`src/rtl/cache_pkg.sv`:
```
// -----------------------------------------------------------------------------
// cache_pkg
// Shared definitions for the direct-mapped cache: controller state encoding,
// default field widths and the derived word-address layout. The data-RAM
// wrapper imports the same constants so both sides agree on {tag, index, offset}.
// -----------------------------------------------------------------------------
package cache_pkg;

  // Controller states
  typedef enum logic [2:0] {
    ST_IDLE   = 3'd0,
    ST_LOOKUP = 3'd1,
    ST_REFILL = 3'd2,
    ST_UPDATE = 3'd3,
    ST_DONE   = 3'd4
  } state_e;

  // Default geometry
  localparam int unsigned TAG_ADDR_WIDTH_DEF = 8;
  localparam int unsigned TAG_LENGTH_DEF     = 9;
  localparam int unsigned OFFSET_WIDTH_DEF   = 2;
  localparam int unsigned DATA_WIDTH_DEF     = 32;
  localparam int unsigned CNT_WIDTH_DEF      = 16;

  // Word address = {tag, index, offset}
  function automatic int unsigned addr_width(input int unsigned tag_len,
                                             input int unsigned idx_w,
                                             input int unsigned off_w);
    return tag_len + idx_w + off_w;
  endfunction

  localparam int unsigned ADDR_WIDTH = TAG_LENGTH_DEF + TAG_ADDR_WIDTH_DEF + OFFSET_WIDTH_DEF;
  localparam int unsigned OFFSET_LSB = 0;
  localparam int unsigned INDEX_LSB  = OFFSET_WIDTH_DEF;
  localparam int unsigned TAG_LSB    = OFFSET_WIDTH_DEF + TAG_ADDR_WIDTH_DEF;

endpackage

```
`src/rtl/cache_tag_ctrl.sv`:
```
// -----------------------------------------------------------------------------
// cache_tag_ctrl
// Direct-mapped cache lookup/refill controller. Owns the per-line valid bits,
// drives the external tag RAM (read registered on the falling clock edge),
// compares tags, fetches missing lines word by word from memory into the data
// RAM and finally writes the new tag.
//
// Ports
//   Clk, Reset_n        clock, asynchronous active-low reset
//   CpuReq/CpuAddr      load request (held until CpuAck) and word address
//   Flush               invalidate every line (only honoured in IDLE)
//   CpuAck              one-cycle pulse: addressed line is resident
//   Busy                controller is not IDLE
//   TagAddr/TagIn/TagWrite/TagOut   tag RAM port
//   MemReq/MemAddr/MemValid/MemData line fetch interface
//   DataRamAddr/DataRamWrData/DataRamWrite  data RAM write port
//   HitCount/MissCount  saturating statistics counters
// -----------------------------------------------------------------------------
module cache_tag_ctrl
  import cache_pkg::*;
#(
  parameter int unsigned TAG_ADDR_WIDTH = TAG_ADDR_WIDTH_DEF,
  parameter int unsigned TAG_LENGTH     = TAG_LENGTH_DEF,
  parameter int unsigned OFFSET_WIDTH   = OFFSET_WIDTH_DEF,
  parameter int unsigned DATA_WIDTH     = DATA_WIDTH_DEF,
  parameter int unsigned CNT_WIDTH      = CNT_WIDTH_DEF,
  localparam int unsigned AW            = addr_width(TAG_LENGTH, TAG_ADDR_WIDTH, OFFSET_WIDTH)
) (
  input  logic                                 Clk,
  input  logic                                 Reset_n,
  input  logic                                 CpuReq,
  input  logic [AW-1:0]                        CpuAddr,
  input  logic                                 Flush,
  output logic                                 CpuAck,
  output logic                                 Busy,
  output logic [TAG_ADDR_WIDTH-1:0]            TagAddr,
  output logic [TAG_LENGTH-1:0]                TagIn,
  output logic                                 TagWrite,
  input  logic [TAG_LENGTH-1:0]                TagOut,
  output logic                                 MemReq,
  output logic [AW-1:0]                        MemAddr,
  input  logic                                 MemValid,
  input  logic [DATA_WIDTH-1:0]                MemData,
  output logic [TAG_ADDR_WIDTH+OFFSET_WIDTH-1:0] DataRamAddr,
  output logic [DATA_WIDTH-1:0]                DataRamWrData,
  output logic                                 DataRamWrite,
  output logic [CNT_WIDTH-1:0]                 HitCount,
  output logic [CNT_WIDTH-1:0]                 MissCount
);

  localparam int unsigned DEPTH  = 2 ** TAG_ADDR_WIDTH;
  localparam int unsigned LINE_W = TAG_LENGTH + TAG_ADDR_WIDTH;

  // Saturating increment: holds at all-ones instead of wrapping
  function automatic logic [CNT_WIDTH-1:0] sat_inc(input logic [CNT_WIDTH-1:0] v);
    if (v == {CNT_WIDTH{1'b1}}) begin
      return v;
    end else begin
      return v + CNT_WIDTH'(1);
    end
  endfunction

  state_e                    state_q, state_d;
  logic [LINE_W-1:0]         line_q, line_d;     // latched {tag, index}; offset is not needed
  logic [OFFSET_WIDTH-1:0]   count_q, count_d;
  logic [DEPTH-1:0]          valid_q, valid_d;
  logic [CNT_WIDTH-1:0]      hit_cnt_q, hit_cnt_d;
  logic [CNT_WIDTH-1:0]      miss_cnt_q, miss_cnt_d;

  logic [TAG_LENGTH-1:0]     lat_tag_s;
  logic [TAG_ADDR_WIDTH-1:0] lat_idx_s;
  logic [TAG_ADDR_WIDTH-1:0] cpu_idx_s;
  logic                      hit_s;
  logic                      last_word_s;
  logic                      unused_s;

  assign lat_tag_s   = line_q[LINE_W-1 -: TAG_LENGTH];
  assign lat_idx_s   = line_q[TAG_ADDR_WIDTH-1:0];
  assign cpu_idx_s   = CpuAddr[OFFSET_WIDTH +: TAG_ADDR_WIDTH];
  // TagOut reflects TagAddr sampled on the falling edge inside LOOKUP
  assign hit_s       = valid_q[lat_idx_s] && (TagOut == lat_tag_s);
  assign last_word_s = (count_q == {OFFSET_WIDTH{1'b1}});
  // Word offset of the request is irrelevant to a whole-line fill
  assign unused_s    = ^CpuAddr[OFFSET_WIDTH-1:0];

  // State and datapath registers
  always_ff @(posedge Clk or negedge Reset_n) begin
    if (!Reset_n) begin
      state_q    <= ST_IDLE;
      line_q     <= '0;
      count_q    <= '0;
      valid_q    <= '0;
      hit_cnt_q  <= '0;
      miss_cnt_q <= '0;
    end else begin
      state_q    <= state_d;
      line_q     <= line_d;
      count_q    <= count_d;
      valid_q    <= valid_d;
      hit_cnt_q  <= hit_cnt_d;
      miss_cnt_q <= miss_cnt_d;
    end
  end

  // Next-state and register update logic
  always_comb begin
    state_d    = state_q;
    line_d     = line_q;
    count_d    = count_q;
    valid_d    = valid_q;
    hit_cnt_d  = hit_cnt_q;
    miss_cnt_d = miss_cnt_q;
    case (state_q)
      ST_IDLE: begin
        if (Flush) begin
          valid_d = '0;
        end else if (CpuReq) begin
          line_d  = CpuAddr[AW-1:OFFSET_WIDTH];
          state_d = ST_LOOKUP;
        end else begin
          state_d = ST_IDLE;
        end
      end
      ST_LOOKUP: begin
        if (hit_s) begin
          hit_cnt_d = sat_inc(hit_cnt_q);
          state_d   = ST_DONE;
        end else begin
          miss_cnt_d = sat_inc(miss_cnt_q);
          count_d    = '0;
          state_d    = ST_REFILL;
        end
      end
      ST_REFILL: begin
        if (MemValid) begin
          count_d = count_q + OFFSET_WIDTH'(1);
          if (last_word_s) begin
            state_d = ST_UPDATE;
          end else begin
            state_d = ST_REFILL;
          end
        end else begin
          state_d = ST_REFILL;
        end
      end
      ST_UPDATE: begin
        valid_d[lat_idx_s] = 1'b1;
        state_d            = ST_DONE;
      end
      ST_DONE: begin
        state_d = ST_IDLE;
      end
      default: begin
        state_d = ST_IDLE;
      end
    endcase
  end

  // Output decode from the current state
  always_comb begin
    CpuAck       = 1'b0;
    Busy         = (state_q != ST_IDLE);
    TagAddr      = lat_idx_s;
    TagIn        = '0;
    TagWrite     = 1'b0;
    MemReq       = 1'b0;
    MemAddr      = '0;
    DataRamAddr  = {lat_idx_s, count_q};
    DataRamWrData = MemData;
    DataRamWrite = 1'b0;
    case (state_q)
      ST_IDLE: begin
        // Present the incoming index early so the tag read lands in LOOKUP
        TagAddr = cpu_idx_s;
      end
      ST_LOOKUP: begin
        TagAddr = lat_idx_s;
      end
      ST_REFILL: begin
        MemReq       = 1'b1;
        MemAddr      = {line_q, {OFFSET_WIDTH{1'b0}}};
        DataRamWrite = MemValid;
      end
      ST_UPDATE: begin
        TagWrite = 1'b1;
        TagIn    = lat_tag_s;
      end
      ST_DONE: begin
        CpuAck = 1'b1;
      end
      default: begin
        CpuAck = 1'b0;
      end
    endcase
  end

  assign HitCount  = hit_cnt_q;
  assign MissCount = miss_cnt_q;

endmodule

```
`config.mk`:
```
export PLATFORM = sky130hd
export DESIGN_NAME = cache_tag_ctrl
export DESIGN_NICKNAME = d
export VERILOG_FILES = /design/src/rtl/cache_pkg.sv /design/src/rtl/cache_tag_ctrl.sv
export SDC_FILE = /design/constraint.sdc
export NUM_CORES = 1
export LEC_CHECK = 0
export BUFFER_PORTS_ARGS = -buffer_cell sky130_fd_sc_hd__buf_4
export CORE_AREA = 2 2 223 225
export CTS_CLUSTER_SIZE = 16
export DETAILED_ROUTE_END_ITERATION = 7
export DIE_AREA = 0 0 225 227
export HOLD_SLACK_MARGIN = 0.12
export SYNTH_ARGS = -nofsm -noshare
export SYNTH_HDL_FRONTEND = slang
export SYNTH_SLANG_ARGS = --single-unit
```
`constraint.sdc`:
```
create_clock -name Clk -period 3.6 [get_ports Clk]
set_clock_uncertainty 0.1 [all_clocks]
set_input_delay 0.18 -clock Clk [delete_from_list [all_inputs] [get_ports Clk]]
set_output_delay 0.18 -clock Clk [all_outputs]
set_load 0.05 [all_outputs]
```
==> results of run 1 <==
-- flip-flops by register name, summed over array words and instances, names as in the netlist --
name	flops
line_q	17
valid_q	256
state_q	3
HitCount	16
count_q	2
MissCount	16
-- cell usage in the layout, fill, tap and decap left out, drive strengths merged, types with 9 or more instances in the layout --
cell and instances:
dfrtp 310, nor2 283, a21oi 269, buf 199
mux2i 52, clkbuf 48, dlygate4sd3 40, nand2 40
mux4 35, and2 33, xnor2 30, mux2 29
a22oi 26, nand3 23, and3 16, nor3 14
nand4 10, nand2b 9, nor2b 9, xor2 9
-- final cells by class --
type                       instances  area [µm²]
fill                            4750       30800
sequential                       310        7760
multi-input combinational        941        5940
timing repair buffer             239        2000
clock buffer                      48        1030
tap                              622         778
clock inverter                    16         219
inverter                           5        18.8
-- tightest hold or removal path: cells and delay by family --
kind            cells  cell delay (ns)
simple gates        2             0.26
compound gates      2             0.13
buf+inv             1             0.08
xor+xnor            1             0.06
-- per-stage QoR --
step,util [%],hold WS [ns],instances,total power [mW]
2_1_floorplan,-,-0.216,1400,7.34
3_3_place_gp,33.2,0.260,2077,9.00
3_5_place_dp,33.2,0.260,2077,9.02
4_1_cts,36.6,0.136,2181,13.0
5_1_grt,36.6,0.171,2181,13.5
6_report,36.6,0.140,2181,13.0
-- routing by layer --
layer  global-route usage [%]  vias up
li1                         -     5069
met1                     21.5     5640
met2                     25.6      326
met3                     2.75       83
met4                     5.64        0
met5                        0        -
-- power by group through the flow --
stage | Combinational (mW) | Sequential (mW) | Clock [mW]
2_1_floorplan | 3.36 | 3.97 | 0
3_3_place_gp | 4.94 | 4.06 | 0
3_5_place_dp | 4.95 | 4.06 | 0
4_1_cts | 5.14 | 4.00 | 3.89
5_1_grt | 5.42 | 4.04 | 4.03
6_report | 5.16 | 4.01 | 3.82
-- worst paths after layout --
kind                              start      endpoint  depth (start not counted)
setup reg to reg              line_q[0]   HitCount[1]                          9
min in group asynchronous       Reset_n  valid_q[226]                          2
max in group asynchronous       Reset_n  MissCount[3]                          3
hold / removal                TagOut[0]    state_q[2]                          6
hold reg to reg            valid_q[108]  valid_q[108]                          2
setup / recovery              line_q[0]   HitCount[1]                          9
-- logic make-up (layout without fill, tap and decap cells) --
| family | count (synthesis) | in the layout |
|---|---|---|
| simple gates | 450 | 450 |
| compound gates | 331 | 331 |
| flops | 310 | 310 |
| buf+inv | 149 | 308 |
| mux | 116 | 116 |
| xor+xnor | 39 | 39 |
| fa+ha+maj | 3 | 3 |
| other cells | 1 | 2 |
-- timing repair --
action,in CTS,in global routing
hold buffers,40,0
resized for setup,0,0
hold endpoints to repair,166,0
==> flow_summary.toml, run 1 <==
[run]
timing.max_cap.violations = 0

[routing]
wl_um = 40100
wire_per_inst_um = 18.4
dr_wl_met3_um = 2290
drt_pre_antenna_iters = 5
wl_met2_um = 18800
drc = 0
wl_met1_um = 17800
vias = 11118
antenna_left = 0
dr.max_layer_used = "met4"
drtIter0Drc = 889
viasPerCell = 5.10

[power_and_ir_drop]
clockPowerShare_pct = 29.4
power_switching_mw = 5.19
p_leak_nw = 8.41
ir_drop_v = 0.000438
p_sw_share_pct = 39.9
internal_power_mw = 7.80
power_density_nw_per_um2 = 732
pwr-share-comb_pct = 39.7
p_seq_share_pct = 30.9

[setup_path]
critPathBufInv = 2
crit_path_start_kind = "register"
ff2ff_setup_slack_ns = 0.17
critical-path-top-delay-family = "multiplexers"
worstSetupEndpointType = "register"
crit_type = "reg -> reg"
critPathRequiredTime_ns = 3.90
cp_cell_sequence = "buf_4 > mux4_2 > a22oi_1 > a211oi_1 > o32ai_2 > nand4_2 > and3_1 > buf_12 > mux2_1"
cp_max_fo = 16
cp_slowest_cell = "dfrtp_2"
critical_path_arrival_ns = 3.72
cpPeakStageDelay_ns = 0.60

[yosys]
synth-seq-cells = 310
synth-async-reset-ratio_pct = 100
synth_mux_area_share_pct = 11.4
synthCells = 1399
synthTopCellsByCount = "310 x dfrtp_1, 283 x nor2_1, 267 x a21oi_1, 77 x clkbuf_1, 52 x mux2i_1"
synth_top_area_share_pct = 53.5
synth_simple_gate_area_share_pct = 13.9
yosysWarnings = 0
synthTopCellsByArea = "dfrtp_1 54%, a21oi_1 9.2%, nor2_1 7.3%"
seq_area_frac_synth_pct = 53.5
synth_xor_area_share_pct = 2.36
syn_area_per_cell_um2 = 10.4
synth_compound_area_share_pct = 12.7
synth_top_cell_by_area = "dfrtp_1"
synth_top_family_by_area = "simple AND/OR/NAND/NOR gates"
yosys.area_share.adder_pct = 0.259
synth_ff_type = "dfrtp_1"
yosysUniqueCellTypes = 58
synth_edf_count = 0
synth_most_common_cell = "dfrtp_1"
syn_area_um2 = 14500

[placement]
dpl_worst_slack_ns = 0.219
port_buffers = 111
placedInstanceArea_um2 = 16100
place_congestion = 0.835
post-dp-hpwl_um = 26100

[timing]
setup_ws_ns = 0.171
tightest_slew_ns = 1.00
setup_tns_ns = 0
final.min_clock_period_ns = 3.43
slew_viol_final = 0
min_period_over_period_pct = 95.2
rsz0062_at_grt = "false"
relSlewSlack_pct = 33.3
hold_viol_final = 0
fmax_mhz = 292
finalSetupViolCount = 0

[cts]
path_clk_slew_ns = 0.06
cts_root_buf = "clkbuf_16"
cts_tree = "done"
clock_latency_ns = 0.52
htreeDepth = 2
cts_sinks = 310
numCtsBuffers = 36
cts_setup_buffers = 0
cts_buffer_depth = 3

[global_route]
antenna_found_initial = 1
gr-usage-all-layers_pct = 15.9
overflow = 0
grt_max_degree = 126
grt_pass1_wl_um = 63700
first_global_vias = 11035

[floorplanning]
num_io_pins = 180
die_h_um = 227
die_width_um = 225
dieArea_um2 = 51100
core-area_um2 = 48500
start_util_pct = 29.8
rows = 81

[cells_and_area]
nets = 1601
drive_gt1_share_pct = 22.1
area_growth_pct = 22.5
antenna_cells = 0
final_area_um2 = 17800

[run_status]
outcome = "finished clean"

[hold_path]
worstHoldPathType = "in -> reg"
No activity file was read; power rests on OpenSTA's default activity.
==> run 2: changes to the inputs <==
Clock period 3.6 ns to 2.7 ns, I/O delays scaled along.
==> run 2 against run 1 <==
The flow now finishes with violations (setup timing); critical path depth up 2; global-route usage up 0.47 points; utilization up 1.6 points; largest cell class unchanged; sequential share of layout area down 1.9 points; die area unchanged; hold slack better by 0.030 ns; critical endpoint is now MissCount[1]; flip-flop and latch count unchanged; combinational power up 56%; count of clock-buffer cells in the layout unchanged; fmax up 4.9%.
==> flow_summary.toml, run 2 (same netlist as run 1, synthesis figures left out) <==
[timing]
setup_ws_ns = -0.567
hold_viol_final = 0
fmax_mhz = 306
slew_viol_final = 0
rsz0062_at_grt = "true"
relSlewSlack_pct = 37.3
finalSetupViolCount = 36
final.min_clock_period_ns = 3.27
min_period_over_period_pct = 121
tightest_slew_ns = 0.935

[routing]
drt_pre_antenna_iters = 5
wl_um = 42100
antenna_left = 0
wire_per_inst_um = 18.8
vias = 11518
drtIter0Drc = 912
viasPerCell = 5.14
drc = 0

[global_route]
grtUsageMet1_pct = 22.1
antenna_found_initial = 0
overflow = 0
grt_max_degree = 92
top_usage_layer = "met2"
first_global_vias = 11252
grt_use_met3_pct = 2.54
use_met2_pct = 26.7
grt_pass1_wl_um = 65300
gr-usage-all-layers_pct = 16.3

[power_and_ir_drop]
clockPowerShare_pct = 26.4
pwr-share-comb_pct = 44.7
power_switching_mw = 7.14
p_sw_share_pct = 39.5
internal_power_mw = 10.9
p_seq_share_pct = 28.9
p_leak_nw = 8.84
ir_drop_v = 0.000584
power_density_nw_per_um2 = 974

[cells_and_area]
final_cell_mix = "307 x dfrtp_1, 282 x nor2_1, 267 x a21oi_1"
top_register = "valid_q"
drive_gt1_share_pct = 27.5
layoutNonFillerInstCount = 2239
utilization_pct = 38.2
mostFrequentLayoutCell = "dfrtp_1"
largestRegisters = "valid_q x256, line_q x17"
area_growth_pct = 28.0
nets = 1660
antenna_cells = 0
largest_reg_flops = 256

[floorplanning]
start_util_pct = 29.8
core-area_um2 = 48500
rows = 81
die_h_um = 227
die_width_um = 225
dieArea_um2 = 51100
num_io_pins = 180

[cts]
clock_latency_ns = 0.53
path_clk_slew_ns = 0.06
cts_root_buf = "clkbuf_16"
cts_sinks = 310
cts_buffer_depth = 3
htreeDepth = 2
cts_tree = "done"
numCtsBuffers = 35

[placement]
post-dp-hpwl_um = 27600
dpl_worst_slack_ns = -0.748
place_congestion = 0.814
port_buffers = 111
post-place-cells = 2129

[setup_path]
critical_path_arrival_ns = 3.57
worstSetupStartpoint = "line_q[1]"
cp_max_fo = 8
critPathRequiredTime_ns = 3.01
worstSetupEndpointType = "register"
crit_type = "reg -> reg"
crit_path_start_kind = "register"
r2r-start = "line_q[1]"

[run]
timing.max_cap.violations = 0

[run_status]
violations = "setup timing"
outcome = "finished with violations"

[hold_path]
worstHoldPathType = "in -> async"
-- run 2: changes by cell type in the layout (fill, tap and decap cells not counted), moves of 5 or more --
cell           previous run  this run
a22oi_1                  26        21
a22oi_2                   0         5
buf_12                    8        26
buf_4                   190       239
dlygate4sd3_1            40        24
nand3_1                  19        14
-- run 2: routing by layer --
layer  up-vias  share of wire (%)
li1       5195                  -
met1      5809                 44
met2       422                 47
met3        92                6.4
met4         0                2.9
met5         -                  0
-- run 2: power by group through the flow --
stage               clock network, mW  logic, mW  registers [mW]
finish                           4.77       8.07            5.23
global route                     5.06       8.48            5.26
CTS                              4.86       7.94            5.23
detailed placement                  0       7.30            5.42
global placement                    0       7.29            5.41
floorplan                           0       4.50            5.30
-- run 2: final cells by class --
| cell class | count | area, µm² |
|---|---|---|
| inverters | 5 | 18.8 |
| fillers | 4634 | 30000 |
| repair buffers | 299 | 2750 |
| clock inverters | 14 | 161 |
| well taps | 622 | 778 |
| multi-input cells | 941 | 6090 |
| flip-flops and latches | 310 | 7760 |
| clock buffers | 48 | 985 |
-- run 2: critical path, stage by stage (launching register included) --
cell and delay [ns]:
dfrtp_4 0.50, buf_12 0.16, buf_12 0.14, buf_16 0.14, mux4_2 0.31, o211ai_1 0.35, a41oi_1 0.18, a221oi_2 0.36
a21oi_4 0.15, a21oi_4 0.29, buf_4 0.17, mux2_4 0.28
-- run 2: stage by stage --
step / TNS (ns) / hold slack, ns / cell area [µm²] / power, mW
final: -15.82 / 0.170 / 18500 / 18.1
after global routing: -18.21 / 0.170 / 18500 / 18.8
after CTS: -12.71 / 0.167 / 18400 / 18.0
after detailed placement: -22.06 / 0.00699 / 16700 / 12.7
after global placement: -21.58 / 0.00523 / 16700 / 12.7
after floorplan: -0.637 / -0.261 / 14500 / 9.80
-- run 2: timing repair --
| action | in CTS | in global routing |
|---|---|---|
| setup endpoints to repair | 36 | 36 |
| hold endpoints to repair | 339 | 0 |
| hold buffers | 25 | 0 |
| pin swaps | 8 | 9 |
| resized for setup | 16 | 17 |
| gates cloned | 2 | 1 |
| buffers inserted | 19 | 2 |
-- run 2: worst paths after layout --
path                                     endpoint  slack (ns)  cells after the start
worst min register to register        valid_q[77]        0.39                      2
worst min-delay path                  valid_q[71]        0.17                      3
max in group asynchronous             valid_q[43]        1.85                      3
min in group Clk                DataRamWrData[13]        0.17                      0
worst max-delay path                 MissCount[1]       -0.57                     11
worst max register to register       MissCount[1]       -0.57                     11
